--- src/rtl/hpi_txn_sequencer_if.sv ---
// Request/response handshake plus software-side pin-stage strobes for the HPI sequencer.
interface hpi_txn_sequencer_if;
  localparam int unsigned ADDR_W = 2;
  localparam int unsigned DATA_W = 16;

  logic              req_valid;
  logic              req_ready;
  logic              req_write;
  logic [ADDR_W-1:0] req_addr;
  logic [DATA_W-1:0] req_wdata;
  logic              resp_valid;
  logic [DATA_W-1:0] resp_rdata;
  logic [ADDR_W-1:0] sw_address;
  logic [DATA_W-1:0] sw_data_out;
  logic              sw_cs;
  logic              sw_r;
  logic              sw_w;
  logic [DATA_W-1:0] sw_data_in;

  // Requester and pin stage side.
  modport master (
    output req_valid, req_write, req_addr, req_wdata, sw_data_in,
    input  req_ready, resp_valid, resp_rdata,
    input  sw_address, sw_data_out, sw_cs, sw_r, sw_w
  );

  // Sequencer side.
  modport slave (
    input  req_valid, req_write, req_addr, req_wdata, sw_data_in,
    output req_ready, resp_valid, resp_rdata,
    output sw_address, sw_data_out, sw_cs, sw_r, sw_w
  );
endinterface

--- src/rtl/hpi_txn_sequencer.sv ---
// Turns single 16-bit HPI read/write requests into timed CY7C67200 software-side strobes
// and returns read data with a one-cycle completion pulse.
module hpi_txn_sequencer #(
  parameter int unsigned STROBE_CYC = 4,
  parameter int unsigned RECOV_CYC  = 2
) (
  input  logic               Clk,
  input  logic               Reset,
  hpi_txn_sequencer_if.slave bus
);

  localparam int unsigned ADDR_W  = 2;
  localparam int unsigned DATA_W  = 16;
  localparam int unsigned MAX_CYC = (STROBE_CYC > RECOV_CYC) ? STROBE_CYC : RECOV_CYC;
  localparam int unsigned CNT_W   = $clog2(MAX_CYC + 1);

  localparam logic [2:0] ST_IDLE   = 3'd0;
  localparam logic [2:0] ST_SETUP  = 3'd1;
  localparam logic [2:0] ST_STROBE = 3'd2;
  localparam logic [2:0] ST_HOLD   = 3'd3;
  localparam logic [2:0] ST_RECOV  = 3'd4;

  logic [2:0]        state,      state_nx;
  logic [CNT_W-1:0]  cnt,        cnt_nx;
  logic              hold_2nd,   hold_2nd_nx;
  logic              lat_write,  lat_write_nx;
  logic              ready_q,    ready_nx;
  logic              rvalid_q,   rvalid_nx;
  logic [DATA_W-1:0] rdata_q,    rdata_nx;
  logic [ADDR_W-1:0] addr_q,     addr_nx;
  logic [DATA_W-1:0] dout_q,     dout_nx;
  logic              cs_q,       cs_nx;
  logic              rd_q,       rd_nx;
  logic              wr_q,       wr_nx;

  // State and every output are registered so the strobes cannot glitch.
  always_ff @(posedge Clk or posedge Reset) begin
    if (Reset) begin
      state     <= ST_IDLE;
      cnt       <= '0;
      hold_2nd  <= 1'b0;
      lat_write <= 1'b0;
      ready_q   <= 1'b1;
      rvalid_q  <= 1'b0;
      rdata_q   <= '0;
      addr_q    <= '0;
      dout_q    <= '0;
      cs_q      <= 1'b1;
      rd_q      <= 1'b1;
      wr_q      <= 1'b1;
    end else begin
      state     <= state_nx;
      cnt       <= cnt_nx;
      hold_2nd  <= hold_2nd_nx;
      lat_write <= lat_write_nx;
      ready_q   <= ready_nx;
      rvalid_q  <= rvalid_nx;
      rdata_q   <= rdata_nx;
      addr_q    <= addr_nx;
      dout_q    <= dout_nx;
      cs_q      <= cs_nx;
      rd_q      <= rd_nx;
      wr_q      <= wr_nx;
    end
  end

  // Next state plus the output values that must be visible during that next state.
  always_comb begin
    state_nx     = state;
    cnt_nx       = cnt;
    hold_2nd_nx  = hold_2nd;
    lat_write_nx = lat_write;
    ready_nx     = 1'b0;
    rvalid_nx    = 1'b0;
    rdata_nx     = rdata_q;
    addr_nx      = addr_q;
    dout_nx      = dout_q;
    cs_nx        = 1'b1;
    rd_nx        = 1'b1;
    wr_nx        = 1'b1;

    case (state)
      ST_IDLE: begin
        ready_nx = 1'b1;
        if (bus.req_valid && ready_q) begin
          state_nx     = ST_SETUP;
          lat_write_nx = bus.req_write;
          addr_nx      = bus.req_addr;
          dout_nx      = bus.req_wdata;
          ready_nx     = 1'b0;
          cs_nx        = 1'b0;
        end
      end

      ST_SETUP: begin
        state_nx = ST_STROBE;
        cnt_nx   = CNT_W'(STROBE_CYC);
        cs_nx    = 1'b0;
        rd_nx    = lat_write;
        wr_nx    = ~lat_write;
      end

      ST_STROBE: begin
        cs_nx = 1'b0;
        if (cnt == CNT_W'(1)) begin
          state_nx    = ST_HOLD;
          cnt_nx      = '0;
          hold_2nd_nx = 1'b0;
        end else begin
          cnt_nx = cnt - CNT_W'(1);
          rd_nx  = lat_write;
          wr_nx  = ~lat_write;
        end
      end

      // Two cycles cover the strobe going out through the pin stage and the data coming back.
      ST_HOLD: begin
        cs_nx = 1'b0;
        if (!hold_2nd) begin
          hold_2nd_nx = 1'b1;
        end else begin
          hold_2nd_nx = 1'b0;
          state_nx    = ST_RECOV;
          cnt_nx      = CNT_W'(RECOV_CYC);
          rvalid_nx   = 1'b1;
          cs_nx       = 1'b1;
          if (!lat_write) begin
            rdata_nx = bus.sw_data_in;
          end
        end
      end

      ST_RECOV: begin
        if (cnt == CNT_W'(1)) begin
          state_nx = ST_IDLE;
          cnt_nx   = '0;
          ready_nx = 1'b1;
        end else begin
          cnt_nx = cnt - CNT_W'(1);
        end
      end

      default: begin
        state_nx = ST_IDLE;
        cnt_nx   = '0;
        ready_nx = 1'b1;
      end
    endcase
  end

  assign bus.req_ready   = ready_q;
  assign bus.resp_valid  = rvalid_q;
  assign bus.resp_rdata  = rdata_q;
  assign bus.sw_address  = addr_q;
  assign bus.sw_data_out = dout_q;
  assign bus.sw_cs       = cs_q;
  assign bus.sw_r        = rd_q;
  assign bus.sw_w        = wr_q;

endmodule

--- src/flat_wrapper.sv ---
// flat-port wrapper written by rule: the top's interface ports become plain ports
module hpi_txn_sequencer_flat 
#(
  parameter int unsigned STROBE_CYC = 4,
  parameter int unsigned RECOV_CYC  = 2
)
  (Clk, Reset, bus_req_valid, bus_req_write, bus_req_addr, bus_req_wdata, bus_sw_data_in, bus_req_ready, bus_resp_valid, bus_resp_rdata, bus_sw_address, bus_sw_data_out, bus_sw_cs, bus_sw_r, bus_sw_w);
  hpi_txn_sequencer_if bus_i ();
  input  logic Clk;
  input  logic Reset;
  input wire logic [$bits(bus_i.req_valid)-1:0] bus_req_valid;
  input wire logic [$bits(bus_i.req_write)-1:0] bus_req_write;
  input wire logic [$bits(bus_i.req_addr)-1:0] bus_req_addr;
  input wire logic [$bits(bus_i.req_wdata)-1:0] bus_req_wdata;
  input wire logic [$bits(bus_i.sw_data_in)-1:0] bus_sw_data_in;
  output wire logic [$bits(bus_i.req_ready)-1:0] bus_req_ready;
  output wire logic [$bits(bus_i.resp_valid)-1:0] bus_resp_valid;
  output wire logic [$bits(bus_i.resp_rdata)-1:0] bus_resp_rdata;
  output wire logic [$bits(bus_i.sw_address)-1:0] bus_sw_address;
  output wire logic [$bits(bus_i.sw_data_out)-1:0] bus_sw_data_out;
  output wire logic [$bits(bus_i.sw_cs)-1:0] bus_sw_cs;
  output wire logic [$bits(bus_i.sw_r)-1:0] bus_sw_r;
  output wire logic [$bits(bus_i.sw_w)-1:0] bus_sw_w;
  assign bus_i.req_valid = bus_req_valid;
  assign bus_i.req_write = bus_req_write;
  assign bus_i.req_addr = bus_req_addr;
  assign bus_i.req_wdata = bus_req_wdata;
  assign bus_i.sw_data_in = bus_sw_data_in;
  assign bus_req_ready = bus_i.req_ready;
  assign bus_resp_valid = bus_i.resp_valid;
  assign bus_resp_rdata = bus_i.resp_rdata;
  assign bus_sw_address = bus_i.sw_address;
  assign bus_sw_data_out = bus_i.sw_data_out;
  assign bus_sw_cs = bus_i.sw_cs;
  assign bus_sw_r = bus_i.sw_r;
  assign bus_sw_w = bus_i.sw_w;
  hpi_txn_sequencer #(.STROBE_CYC(STROBE_CYC), .RECOV_CYC(RECOV_CYC)) u_core (.Clk(Clk), .Reset(Reset), .bus(bus_i));
endmodule
--- config.mk ---
export PLATFORM = sky130hd
export DESIGN_NAME = hpi_txn_sequencer_flat
export DESIGN_NICKNAME = d
export VERILOG_FILES = /design/src/rtl/hpi_txn_sequencer_if.sv /design/src/rtl/hpi_txn_sequencer.sv /design/src/flat_wrapper.sv
export SDC_FILE = /design/constraint.sdc
export NUM_CORES = 1
export LEC_CHECK = 0
export ABC_AREA = 1
export BUFFER_PORTS_ARGS = -buffer_cell sky130_fd_sc_hd__buf_2
export CAP_MARGIN = 0
export CORE_ASPECT_RATIO = 0.75
export CORE_UTILIZATION = 45
export CTS_BUF_LIST = sky130_fd_sc_hd__clkbuf_2 sky130_fd_sc_hd__clkbuf_4 sky130_fd_sc_hd__clkbuf_8
export CTS_CLUSTER_SIZE = 20
export DETAILED_ROUTE_END_ITERATION = 8
export PLACE_DENSITY = 0.78
export SYNTH_ARGS = -nofsm -noshare
export SYNTH_HDL_FRONTEND = slang
export SYNTH_SLANG_ARGS = --single-unit
--- constraint.sdc ---
create_clock -name Clk -period 1.4 [get_ports Clk]
set_input_delay 0.21 -clock Clk [delete_from_list [all_inputs] [get_ports Clk]]
set_output_delay 0.21 -clock Clk [all_outputs]
set_load 0.05 [all_outputs]
* After elaboration in Yosys (flattened, before gate mapping)
Cells that the tools add are included.
Storage, ports and cells: register bits after elaboration 47, input bits 38, output and inout port bits 39, word-level logic and storage cells 56
Operators by class: add/subtract/negate cells 1, equal/unequal tests 9, muxes and demuxes 21, bitwise operators 2, reduce and logical (&&, ||, !) cells 11
Operators by type and width (number):
- two-way mux 3 bit | 6
- one-hot mux 3 bit (5 select lines) | 1
- one-hot mux 3 bit (4 select lines) | 1
- two-way mux 1 bit | 8
- inequality test 2 x 1 -> 1 bit (second input constant) | 4
- equality test 3 x 1 -> 1 bit (second input constant) | 2
- equality test 3 x 2 -> 1 bit (second input constant) | 2
- one-hot mux 1 bit (2 select lines) | 3
- one-hot mux 1 bit (3 select lines) | 2
- AND reduction 2 bit | 3
- AND reduction 4 bit | 1
- OR reduction 2 bit | 2
- equality test 3 bit (second input constant) | 1
- logical NOT 3 bit | 1
- AND reduction 3 bit | 1
- OR reduction 3 bit | 1
- subtractor 3 x 1 -> 3 bit (second input constant) | 1
- NOT 1 bit | 2
- nonzero test 2 bit | 1
- logical AND 1 bit | 1

* Longest topological paths before layout
Gate-level depths: netlist of run 1.
depth in word-level cells 3, depth in mapped cells 8, mapped depth without buffers 8

* Worst setup path after synthesis of run 1
Ideal clock, no wire load.
path kind reg-to-reg, start point reg u_core.ready_q, in the netlist u_core.bus.req_ready, end point reg u_core.dout_q[4], in the netlist u_core.bus.sw_data_out[4], setup time 0.130 ns, arrival time 1.281 ns, path slack -0.012 ns, stages on the path, launching flop included 6, path through dfstp_2 -> nand4_1 -> buf_2 -> buf_2 -> nand2_1 -> o21ai_0
On the way: longest elaborated chain between the ends 2
RTL lines:
- start, declared | RTL line hpi_txn_sequencer.sv:27 | logic ready_q, ready_nx;
- start signal, assigned | RTL line hpi_txn_sequencer.sv:56 | ready_q <= ready_nx;
- logical AND 1 bit | RTL line hpi_txn_sequencer.sv:85 | if (bus.req_valid && ready_q) begin
- AND reduction 2 bit (no line)
- end signal, assigned | RTL line hpi_txn_sequencer.sv:60 | dout_q <= dout_nx;
- end, declared | RTL line hpi_txn_sequencer.sv:31 | logic [DATA_W-1:0] dout_q, dout_nx;
No other way between the ends. A chain may end at the register's enable or synchronous reset.

* Final worst setup path of run 1
start point reg u_core.state[1], end point reg u_core.rdata_q[10], in the netlist u_core.bus.resp_rdata[10]
On the way: longest elaborated chain between the ends 2
RTL lines:
- start, declared | RTL line hpi_txn_sequencer.sv:23 | logic [2:0] state, state_nx;
- start signal, assigned | RTL line hpi_txn_sequencer.sv:52 | state <= state_nx;
- equality test 3 x 2 -> 1 bit | RTL line hpi_txn_sequencer.sv:82 | case (state)
- AND reduction 3 bit (no line)
- end signal, assigned | RTL line hpi_txn_sequencer.sv:58 | rdata_q <= rdata_nx;
- end, declared | RTL line hpi_txn_sequencer.sv:29 | logic [DATA_W-1:0] rdata_q, rdata_nx;
No other way between the ends.

==> flow_summary.toml, run 1 <==
[floorplan]
placementRows = 20
die_h_um = 59.29
initial_core_util = 0.4770
boundaryPins = 77
design.core.area_um2 = 4129
dieArea_um2 = 4648
die_width_um = 78.39

[synthesis]
synthAdderAreaFrac = 0.01271
avgSynthCellArea_um2 = 8.871
synth_top_family_by_area = "simple AND/OR/NAND/NOR gates"
synth-compound-area-share = 0.06353
synthMuxAreaShare = 0
seq_area_frac_synth = 0.5997
netlist.area_leader.share = 0.5464
ys.flop_type = "dfrtp_1"
async_flop_share = 1.000
post-synth-top-count-cell = "nand2_1"
synth_warnings = 0
syn_nets = 262
ys_ff_latch = 47
synth_area_um2 = 1969
synth_area_leaders = "dfrtp_1, nand2_1, inv_1"
synth_commonest_cells = "nand2_1, dfrtp_1, inv_1"
synth_cell_types = 21
synth_xor_area_frac = 0.004447
synthCells = 222
synth_edf_count = 0
synth_top_area_cell = "dfrtp_1"
synthSimpleGateAreaFrac = 0.2338

[power]
p_leak_nw = 1.484
peakVddDrop_v = 0.001613
p_per_area_nw_per_um2 = 2829

[worst_setup_path]
path_cells = "nand2_1 -> nor2_4 -> inv_2 -> nor2_8 -> buf_4 -> nand3_1 -> nand2_1"
required_ns = 1.63
cp.arrival_ns = 1.55
cpPeakStageDelay_ns = 0.44
end_kind = "register"
ff2ff_path_depth = 7
worstPathMaxFanout = 10
path_buf_inv = 2
cp_top_family = "simple AND/OR/NAND/NOR gates"
crit_path_top_delay_cell = "dfrtp_1"
critPathLaunchType = "register"
worst_path_most_repeated_cell = "nand2_1"
worstSetupStartpoint = "u_core.state[1]"
path_depth = 7
r2r_start = "u_core.state[1]"
timing.rr.end = "u_core.bus.resp_rdata[10]"
path_class = "register to register"
r2r_setup_slack_ns = 0.08

[routing]
route.antenna.remaining_nets = 0
wl_mm = 4.085
num_vias = 1679
drc = 0
drtPass1Iterations = 4
drtIter0Drc = 83
wire_per_inst_um = 11.25
routed_via_density = 4.625

[worst_hold_path]
worstHoldEndpoint = "u_core.bus.sw_data_out[15]"
hold_class = "input port to register"
min_from = "bus_req_wdata[15]"
min_path_cells = 3

[global_route]
grt_overflow = 0
antenna_found_initial = 0
grt_usage = 0.1936
grt_pass1_vias = 1483
grt_pass1_wl_mm = 6.768
grt_max_degree = 39

[timing]
setup_viol = 0
slew_violations = 0
final.period_utilization = 0.9401
hold_violations = 0
setup_tns_ns = 0
worst_pin_slew_ns = 0.3429
relSlewSlack = 0.7700
worst_clock_skew_ns = 0.006148
min_period_ns = 1.316
rsz0062_at_grt = "no"
max_freq_mhz = 759.8

[cells_and_area]
final_area_um2 = 2596
area_growth_syn_to_layout_pct = 31.83
antennaDiodeCount = 0
nFillCells = 366
multiInputGateArea_um2 = 633.1
layout-drive-gt1-share = 0.3279
fin_nets = 347
layout.area.seq_um2 = 1181

[placed_design]
placed_area_um2 = 2451
io_buffers = 76
dp_hpwl_mm = 3.018
routabilityCongestion = 0.8669

[flow_run]
maxCapViolCount = 0

[outcome]
outcome = "complete, no violations"

[clock_tree]
root_buffer = "clkbuf_8"
cts_htree_levels = 2
cts_inserted_buffers = 5
cts_tree = "done"
clk-insertion-delay-late_ns = 0.29
clk_path_buf_depth = 2
clock-sinks = 47
path_clk_slew_ns = 0.08
timing repair:
action                                  CTS  global route
setup buffers                             0             1
hold buffers                              1             0
hold endpoints to repair                  9             0
resized for setup                         0             2
endpoints found under the setup margin    0            16
metal layers:
metal	share of wire	GRT usage	up-vias
li1	-	-	854
met1	0.48	0.2578	744
met2	0.42	0.3058	76
met3	0.085	0.06000	5
met4	0.010	0.06349	0
met5	0	0	-
tightest hold or removal path, stage by stage:
cell and delay (ns):
buf_2 0.09, inv_1 0.04, o21ai_1 0.06
sequential cells by signal (all words and copies together), names as in the netlist:
| signal | flops |
|---|---|
| u_core.bus.req_ready | 1 |
| u_core.bus.sw_data_out | 16 |
| u_core.bus.sw_address | 2 |
| u_core.hold_2nd | 1 |
| u_core.bus.resp_valid | 1 |
| u_core.bus.sw_r | 1 |
| u_core.bus.sw_cs | 1 |
| u_core.bus.resp_rdata | 16 |
| u_core.state | 3 |
| u_core.bus.sw_w | 1 |
| u_core.cnt | 3 |
| u_core.lat_write | 1 |
worst max-delay path by stage:
stage          slack, ns                   endpoint
2_1_floorplan     0.0009  u_core.bus.sw_data_out[4]
3_3_place_gp        0.16   u_core.bus.resp_rdata[0]
3_5_place_dp         0.1  u_core.bus.resp_rdata[14]
4_1_cts             0.06  u_core.bus.resp_rdata[14]
5_1_grt            0.004  u_core.bus.resp_rdata[13]
6_report            0.08  u_core.bus.resp_rdata[10]
cell usage in the layout (no fill, tap or decap), drive strengths merged:
cell,count
a21oi,2
buf,84
bufinv,1
clkbuf,7
clkinv,1
dfrtp,43
dfstp,4
dlygate4sd3,1
ha,2
inv,32
nand2,75
nand3,23
nand4,1
nor2,7
nor3,1
o21ai,23
xor2,1
report_power, final:
group	switching (mW)	total, mW	leakage [nW]	internal [mW]
combinational	3.02	3.97	0.866	0.953
clock	0.421	0.994	0.0593	0.573
sequential	0.357	2.38	0.559	2.02
total	3.79	7.34	1.48	3.55
stage by stage:
stage | setup slack [ns] | cells | utilization | power [mW] | hold slack (ns)
2_1_floorplan | 0.0008634 | 222 | - | 5.372 | 0.3432
6_report | 0.08385 | 363 | 0.6288 | 7.344 | 0.1445
3_3_place_gp | 0.1611 | 353 | 0.5936 | 6.221 | 0.1860
5_1_grt | 0.003915 | 363 | 0.6288 | 7.829 | 0.1401
3_5_place_dp | 0.09562 | 353 | 0.5936 | 6.340 | 0.1927
4_1_cts | 0.06085 | 362 | 0.6236 | 7.351 | 0.1364
area by class of cell:
cell class	count	share of cell area
flip-flops and latches	47	0.4549
clock inverters	1	0.01157
clock buffers	7	0.03229
well taps	55	0.02651
inverters	33	0.04771
multi-input cells	135	0.2439
repair buffers	85	0.1831
kinds of logic after synthesis:
| kind of cell | after synthesis |
|---|---|
| fa+ha+maj | 2 |
| simple gates | 107 |
| flops | 47 |
| xor+xnor | 1 |
| compound gates | 25 |
| buf+inv | 40 |
(Power assumes the default switching activity.)
==> inputs of run 2 (changes only) <==
--- a/config.mk
+++ b/config.mk
@@ -9,11 +9,10 @@
 export BUFFER_PORTS_ARGS = -buffer_cell sky130_fd_sc_hd__buf_2
 export CAP_MARGIN = 0
 export CORE_ASPECT_RATIO = 0.75
-export CORE_UTILIZATION = 45
+export CORE_UTILIZATION = 35
 export CTS_BUF_LIST = sky130_fd_sc_hd__clkbuf_2 sky130_fd_sc_hd__clkbuf_4 sky130_fd_sc_hd__clkbuf_8
 export CTS_CLUSTER_SIZE = 20
 export DETAILED_ROUTE_END_ITERATION = 8
-export PLACE_DENSITY = 0.78
 export SYNTH_ARGS = -nofsm -noshare
 export SYNTH_HDL_FRONTEND = slang
 export SYNTH_SLANG_ARGS = --single-unit
==> flow_summary.toml, run 2 (synthesis results as in run 1) <==
[worst_setup_path]
worstPathMaxFanout = 3
r2r_setup_slack_ns = 0.13
end_kind = "output pin"
worstSetupStartpoint = "u_core.bus.req_ready"
crit_path_top_delay_cell = "dfstp_2"
critPathLaunchType = "register"
path_buf_inv = 1
path_depth = 1
r2r_start = "u_core.state[0]"
path_class = "register to output pin"
required_ns = 1.19
path_cells = "buf_2"
cp.arrival_ns = 1.08
cp_top_family = "flip-flops"
timing.rr.end = "u_core.bus.resp_rdata[7]"
crit_path_end = "bus_req_ready"
cpPeakStageDelay_ns = 0.54
ff2ff_path_depth = 7

[cells_and_area]
final_area_um2 = 2594
finish.utilization = 0.4820
antennaDiodeCount = 0
layout_common_cells = "buf_2, nand2_1, dfrtp_1"
final_common_cell = "buf_2"
layout-drive-gt1-share = 0.3355
fin_nets = 346
area_growth_syn_to_layout_pct = 31.70

[worst_hold_path]
hold_class = "input port to register"

[routing]
wl_mm = 3.990
drtPass1Iterations = 4
drtIter0Drc = 66
num_vias = 1619
route.antenna.remaining_nets = 0
routed_via_density = 4.238
wire_per_inst_um = 10.45
drc = 0

[global_route]
grt_usage = 0.1437
grt_max_degree = 39
antenna_found_initial = 0
grt_pass1_wl_mm = 6.417
grt_pass1_vias = 1471
grt_overflow = 0

[clock_tree]
cts_inserted_buffers = 5
cts_htree_levels = 2
path_clk_slew_ns = 0.08
cts_tree = "done"
clock-sinks = 47
clk_path_buf_depth = 2
clk-insertion-delay-late_ns = 0.29
root_buffer = "clkbuf_8"

[outcome]
outcome = "complete, no violations"

[placed_design]
dp_hpwl_mm = 2.974
routabilityCongestion = 0.8630
io_buffers = 76
placed_area_um2 = 2464

[timing]
hold_violations = 0
relSlewSlack = 0.7929
setup_viol = 0
slew_violations = 0
worst_clock_skew_ns = 0.007887
worst_pin_slew_ns = 0.3106
rsz0062_at_grt = "no"
max_freq_mhz = 772.4
setup_tns_ns = 0
min_period_ns = 1.295
final.period_utilization = 0.9247

[floorplan]
die_width_um = 88.62
boundaryPins = 77
dieArea_um2 = 5934
initial_core_util = 0.3660
design.core.area_um2 = 5381
placementRows = 23
die_h_um = 66.96

[power]
power.total_mw = 7.243
p_leak_nw = 1.483
p_per_area_nw_per_um2 = 2793
peakVddDrop_v = 0.001147

[flow_run]
maxCapViolCount = 0
run 2: cell count changes in the layout (fill, tap and decap cells not counted), sizes merged:
cell,delta
buf,-1
run 2: where the power goes:
group | internal (mW) | total [mW] | switching [mW]
clock network | 0.573 | 0.986 | 0.413
logic | 0.926 | 3.87 | 2.94
registers | 2.03 | 2.39 | 0.365
run 2: worst min-delay path by stage:
stage	startpoint	depth (start not counted)	slack, ns	to
2_1_floorplan	bus_req_addr[0]	2	0.34	u_core.bus.sw_address[0]
6_report	bus_sw_data_in[4]	3	0.14	u_core.bus.resp_rdata[4]
3_5_place_dp	Reset	3	0.27	u_core.bus.sw_data_out[4]
3_3_place_gp	Reset	3	0.27	u_core.bus.sw_data_out[4]
5_1_grt	bus_sw_data_in[2]	3	0.14	u_core.bus.resp_rdata[2]
4_1_cts	bus_req_wdata[14]	3	0.13	u_core.bus.sw_data_out[14]
run 2: final cells by class:
class                           instances  area [um2]
Inverter                               33       123.9
Clock inverter                          1       30.03
Timing Repair Buffer                   84       455.4
Sequential cell                        47        1182
Tap cell                               75       93.84
Clock buffer                            7       83.83
Multi-Input combinational cell        135       624.3
Fill cell                             518        2788
run 2: layer usage:
layer  part of all wire  up-vias  GRT usage
li1                   -      852          -
met1               0.51      703     0.1917
met2               0.41       59     0.2154
met3              0.077        5    0.05204
met4             0.0085        0    0.04839
met5                  0        -          0
run 2: what timing repair did:
| action | in CTS | in global routing |
|---|---|---|
| hold endpoints to repair | 43 | 0 |
| setup endpoints to repair | 0 | 9 |
| gates resized for setup | 0 | 3 |
| setup buffers | 0 | 0 |
| hold buffers | 1 | 0 |
run 2: through the flow:
step	hold slack [ns]	std cells	setup slack (ns)
after floorplan	0.3432	222	0.0008634
after global placement	0.2693	373	0.1464
after detailed placement	0.2717	373	0.1076
after CTS	0.1338	382	0.07654
after global routing	0.1400	382	0.007293
final	0.1426	382	0.1054
